[src/rtl/mem_pkg.sv]
// rtl/mem_pkg.sv - shared types and constants for the memory4x4 copy controller
package mem_pkg;
  localparam int MEM_AW = 7;
  localparam logic [MEM_AW-1:0] ROM_BASE  = 7'h00;
  localparam logic [MEM_AW-1:0] SRAM_BASE = 7'h40;
  localparam int REGION_BIT = MEM_AW - 1;

  typedef enum logic [1:0] {IDLE, RD, WR, DONE} state_e;
endpackage

[src/rtl/mem_copy_timer.sv]
// rtl/mem_copy_timer.sv - phase down-counter; expire_o is high on the last cycle of a phase
module mem_copy_timer #(
  parameter int W = 4
) (
  input  logic         clk,
  input  logic         rst,
  input  logic         load_i,
  input  logic [W-1:0] load_val_i,
  output logic         expire_o
);
  logic [W-1:0] cnt_q, cnt_d;

  always_comb begin
    cnt_d = cnt_q;
    if (load_i) begin
      cnt_d = load_val_i;
    end else if (cnt_q != '0) begin
      cnt_d = cnt_q - 1'b1;
    end
  end

  always_ff @(posedge clk) begin
    if (rst) begin
      cnt_q <= '0;
    end else begin
      cnt_q <= cnt_d;
    end
  end

  assign expire_o = (cnt_q == '0);
endmodule

[src/rtl/mem_copy_ctrl.sv]
// rtl/mem_copy_ctrl.sv - byte-serial memory4x4 copy engine (read phase, then held write phase)
// Optional MEM_COPY_CHECKSUM_EN adds a modulo-256 sum of every captured byte.
module mem_copy_ctrl
  import mem_pkg::*;
#(
  parameter int RD_LAT = 2,
  parameter int WR_CYC = 2,
  parameter int AW     = MEM_AW
) (
  input  logic          clk,
  input  logic          rst,
  input  logic          start,
  input  logic [AW-1:0] src_addr,
  input  logic [AW-1:0] dst_addr,
  input  logic [AW-1:0] len,
  output logic          busy,
  output logic          done,
  output logic          err,
  output logic          mem_we,
  output logic [AW-1:0] mem_addr,
  output logic [7:0]    mem_din,
  input  logic [7:0]    mem_dout
`ifdef MEM_COPY_CHECKSUM_EN
  ,
  output logic [7:0]    checksum
`endif
);
  localparam int TW = 4;
  localparam logic [TW-1:0] RD_LOAD = TW'(RD_LAT - 1);
  localparam logic [TW-1:0] WR_LOAD = TW'(WR_CYC - 1);

  state_e        state_q, state_d;
  logic [AW-1:0] src_q, src_d, dst_q, dst_d, cnt_q, cnt_d;
  logic [AW-1:0] mem_addr_q, mem_addr_d;
  logic [7:0]    mem_din_q, mem_din_d;
  logic          busy_q, busy_d, done_q, done_d, err_q, err_d, mem_we_q, mem_we_d;
  logic          tmr_load, tmr_expire;
  logic [TW-1:0] tmr_val;
`ifdef MEM_COPY_CHECKSUM_EN
  logic [7:0]    chk_q, chk_d;
`endif

  mem_copy_timer #(.W(TW)) u_timer (
    .clk       (clk),
    .rst       (rst),
    .load_i    (tmr_load),
    .load_val_i(tmr_val),
    .expire_o  (tmr_expire)
  );

  // Every entry into RD or WR is a state change, so the timer reloads exactly then.
  assign tmr_load = (state_d != state_q) && (state_d == RD || state_d == WR);
  assign tmr_val  = (state_d == RD) ? RD_LOAD : WR_LOAD;

  always_comb begin
    state_d   = state_q;
    src_d     = src_q;
    dst_d     = dst_q;
    cnt_d     = cnt_q;
    err_d     = err_q;
    mem_din_d = mem_din_q;
`ifdef MEM_COPY_CHECKSUM_EN
    chk_d     = chk_q;
`endif
    case (state_q)
      IDLE: begin
        if (start) begin
          src_d   = src_addr;
          dst_d   = dst_addr;
          cnt_d   = len;
          err_d   = 1'b0;
`ifdef MEM_COPY_CHECKSUM_EN
          chk_d   = 8'h00;
`endif
          state_d = (len == '0) ? DONE : RD;
        end
      end
      RD: begin
        if (tmr_expire) begin
          mem_din_d = mem_dout;
`ifdef MEM_COPY_CHECKSUM_EN
          chk_d     = chk_q + mem_dout;
`endif
          if (!dst_q[REGION_BIT]) err_d = 1'b1;
          state_d = WR;
        end
      end
      WR: begin
        if (tmr_expire) begin
          src_d   = src_q + 1'b1;
          dst_d   = dst_q + 1'b1;
          cnt_d   = cnt_q - 1'b1;
          state_d = (cnt_q == AW'(1)) ? DONE : RD;
        end
      end
      default: state_d = IDLE;
    endcase

    busy_d     = (state_d == RD) || (state_d == WR);
    done_d     = (state_d == DONE);
    mem_we_d   = (state_d == WR) && dst_d[REGION_BIT];
    mem_addr_d = mem_addr_q;
    if (state_d == RD) mem_addr_d = src_d;
    else if (state_d == WR) mem_addr_d = dst_d;
  end

  always_ff @(posedge clk) begin
    if (rst) begin
      state_q    <= IDLE;
      src_q      <= '0;
      dst_q      <= '0;
      cnt_q      <= '0;
      busy_q     <= 1'b0;
      done_q     <= 1'b0;
      err_q      <= 1'b0;
      mem_we_q   <= 1'b0;
      mem_addr_q <= '0;
      mem_din_q  <= 8'h00;
`ifdef MEM_COPY_CHECKSUM_EN
      chk_q      <= 8'h00;
`endif
    end else begin
      state_q    <= state_d;
      src_q      <= src_d;
      dst_q      <= dst_d;
      cnt_q      <= cnt_d;
      busy_q     <= busy_d;
      done_q     <= done_d;
      err_q      <= err_d;
      mem_we_q   <= mem_we_d;
      mem_addr_q <= mem_addr_d;
      mem_din_q  <= mem_din_d;
`ifdef MEM_COPY_CHECKSUM_EN
      chk_q      <= chk_d;
`endif
    end
  end

  assign busy     = busy_q;
  assign done     = done_q;
  assign err      = err_q;
  assign mem_we   = mem_we_q;
  assign mem_addr = mem_addr_q;
  assign mem_din  = mem_din_q;
`ifdef MEM_COPY_CHECKSUM_EN
  assign checksum = chk_q;
`endif
endmodule

[config.mk]
export PLATFORM = sky130hd
export DESIGN_NAME = mem_copy_ctrl
export DESIGN_NICKNAME = d
export VERILOG_FILES = /design/src/rtl/mem_pkg.sv /design/src/rtl/mem_copy_timer.sv /design/src/rtl/mem_copy_ctrl.sv
export SDC_FILE = /design/constraint.sdc
export NUM_CORES = 1
export LEC_CHECK = 0
export ABC_CLOCK_PERIOD_IN_PS = 3700
export CAP_MARGIN = 5
export CORE_MARGIN = 1
export CORE_UTILIZATION = 51
export DETAILED_ROUTE_END_ITERATION = 16
export PLACE_DENSITY = 0.85
export REMOVE_ABC_BUFFERS = 1
export SYNTH_ARGS = -nofsm -noshare
export SYNTH_HDL_FRONTEND = slang
export SYNTH_SLANG_ARGS = --single-unit
export TNS_END_PERCENT = 100
[constraint.sdc]
create_clock -name clk -period 3.7 [get_ports clk]
set_input_delay 0.555 -clock clk [delete_from_list [all_inputs] [get_ports clk]]
set_output_delay 0.555 -clock clk [all_outputs]
set_load 0.02 [all_outputs]
==> results.yml <==
cts:
  cts_buffers: 5
  root_buffer: "clkbuf_8"
  postCtsHoldBufs: 0
  post_cts.repair.setup_buffers: 0
  clk_pin_slew_ns: 0.09
  clock_latency_ns: 0.30
  htree_levels: 2
  ctsResizeCount: 0
  cts_tree: "built"
  clock_sinks: 46
  clockBufferDepth: 2
place:
  post-dp-hpwl_um: 4420
  dp.cells: 367
  port_buffers: 50
  routabilityCongestion: 0.882
floorplanning:
  die_y_um: 71.3
  ioPinCount: 51
  die_w_um: 71.3
  core-area_sq_mm: 0.00447
  initial_core_util: 0.547
  dieArea_sq_mm: 0.00508
  rows: 24
global_routing:
  grt_pass1_wl_um: 10600
  grt_use_total: 0.266
  grt_max_degree: 46
  met3_usage: 0.0549
  grt.met2_usage: 0.426
  grt_pass1_vias: 2233
  top_usage_layer: "met2"
  overflow: 0
  grtUsageMet1: 0.353
  antenna_found_initial: 0
setup_path:
  arrival_ns: 3.17
  crit_path_max_fanout: 12
  endpoint_kind: "register"
  crit_type: "reg -> reg"
  cp_data_required_time_ns: 3.92
  cp-start-kind: "register"
timing:
  hold_viol_final: 0
  finalCritPeriodShare: 0.797
  max_freq_mhz: 339
  grt_setup_unrepaired: "false"
  relSlewSlack: 0.405
  min_period_ns: 2.95
  max_slew.worst_pin.slew_ns: 0.893
  slew_viol_final: 0
  finClkSkew_ns: 0.00687
  setup_viol: 0
  finalSetupTns_ns: 0
detailed_routing:
  viasPerCell: 6.40
  drt_wl_total_um: 6410
  ant_nets: 0
  wl_per_cell_um: 17.1
  drt_iter0_markers: 307
  drtPass1Iterations: 11
  drc_errors: 1
  dr_total_vias: 2399
synth:
  synth_top_area_frac: 0.376
  yosysSeqAreaShare: 0.376
  ys_ff_latch: 46
  yosys-top-cells-area: "dfxtp_1 38%, nor2_1 4.8%, ha_1 4.1%"
  synth-edff-count: 0
  synth_ff_type: "dfxtp_1"
  yosys.area.top_type: "dfxtp_1"
  synthDistinctLibCells: 59
  yosysWarnings: 0
  async_flop_share: 0
  synthCells: 279
  syn_area_per_cell_sq_um: 8.77
  syn_area_sq_mm: 0.00245
pwr:
  power_density_mw_per_mm2: 712
  ir_worst_vdd_v: 0.000353
  p_leak_nw: 1.15
final_layout:
  antenna_cells: 0
  fin_cells: 375
  fin_util: 0.686
  area_delta_synth_final_pct: 25.5
  nets: 362
  final_cell_mix: "50 x clkdlybuf4s50_1, 46 x dfxtp_1, 31 x nor2_1, 17 x a21oi_1, 15 x nand2_1"
  final_common_cell: "clkdlybuf4s50_1"
  drive_above_1_share: 0.0774
min_path:
  hold_path.class: "reg -> reg"
flow_run:
  drv_cap: 0
outcome:
  status: "complete, but fails checks"
  violations: "design-rule violations"
==> final cells by class <==
type	count	area, sq um
Sequential cell	46	921
Timing Repair Buffer	57	553
Tap cell	52	65.1
Fill cell	357	1410
Clock buffer	5	68.8
Clock inverter	3	21.3
Multi-Input combinational cell	205	1410
Inverter	7	26.3
==> report_power, final <==
part	total (mW)	switching [mW]	internal (mW)
combinational	1.12	0.646	0.476
clock	0.310	0.177	0.133
sequential	0.753	0.128	0.625
total	2.18	0.951	1.23
==> synth_stat cells, drive strengths merged, types with 8 or more instances <==
| cell type | instances |
|---|---|
| nor2 | 31 |
| nand3b | 8 |
| a21oi | 17 |
| nor3 | 10 |
| ha | 8 |
| dfxtp | 46 |
| nand2 | 15 |
| clkbuf | 13 |
| buf | 8 |
| mux2i | 9 |
==> metal layers <==
layer	share of wire	up-vias
li1	-	1145
met1	0.44	1135
met2	0.47	108
met3	0.070	11
met4	0.016	0
met5	0	-
==> final timing paths <==
path                                               startpoint                  endpoint  slack (ns)  cells past startpoint
worst max register to register  u_timer.cnt_q[0]$_SDFFE_PP0P_  mem_addr[5]$_SDFFE_PP0P_        0.75                      9
worst min-delay path                    cnt_q[5]$_SDFFE_PP0P_     cnt_q[5]$_SDFFE_PP0P_        0.49                      2
worst min register to register          cnt_q[5]$_SDFFE_PP0P_     cnt_q[5]$_SDFFE_PP0P_        0.49                      2
worst max-delay path            u_timer.cnt_q[0]$_SDFFE_PP0P_  mem_addr[5]$_SDFFE_PP0P_        0.75                      9
==> registers in the layout (all words and copies together) (netlist names) <==
| name | count |
|---|---|
| state_q | 2 |
| src_q | 7 |
| mem_din | 8 |
| err | 1 |
| cnt_q | 7 |
| busy | 1 |
| dst_q | 7 |
| mem_we | 1 |
| u_timer.cnt_q | 4 |
| mem_addr | 7 |
| done | 1 |
==> per-stage QoR <==
stage | worst slack [ns] | total power [mW] | hold slack (ns) | cell area (sq um)
after floorplan | 0.717 | 1.46 | 0.448 | 2360
after global placement | 0.674 | 1.83 | 0.466 | 2980
after detailed placement | 0.563 | 1.86 | 0.476 | 2980
after CTS | 0.777 | 2.17 | 0.489 | 3070
after global routing | 0.618 | 2.32 | 0.512 | 3070
final | 0.751 | 2.18 | 0.486 | 3070
==> cell families after synthesis <==
group / synth area share
AOI/OAI and AO/OA: 0.221
xor gates and xnor gates: 0.00716
adders and majority gates: 0.0409
buffers and inverters: 0.0455
DFF: 0.376
muxes: 0.0414
and+or+nand+nor: 0.268
==> worst max-delay path: stages (launching register included) <==
cell and delay, ns:
dfxtp_1 0.31, inv_1 0.10, ha_1 0.36, nor3b_4 0.29, mux2i_1 0.23, a32o_1 0.24, inv_1 0.08, ha_1 0.45
or3b_2 0.60, o221ai_1 0.22
Note: power is estimated with default switching activity, not from simulation.
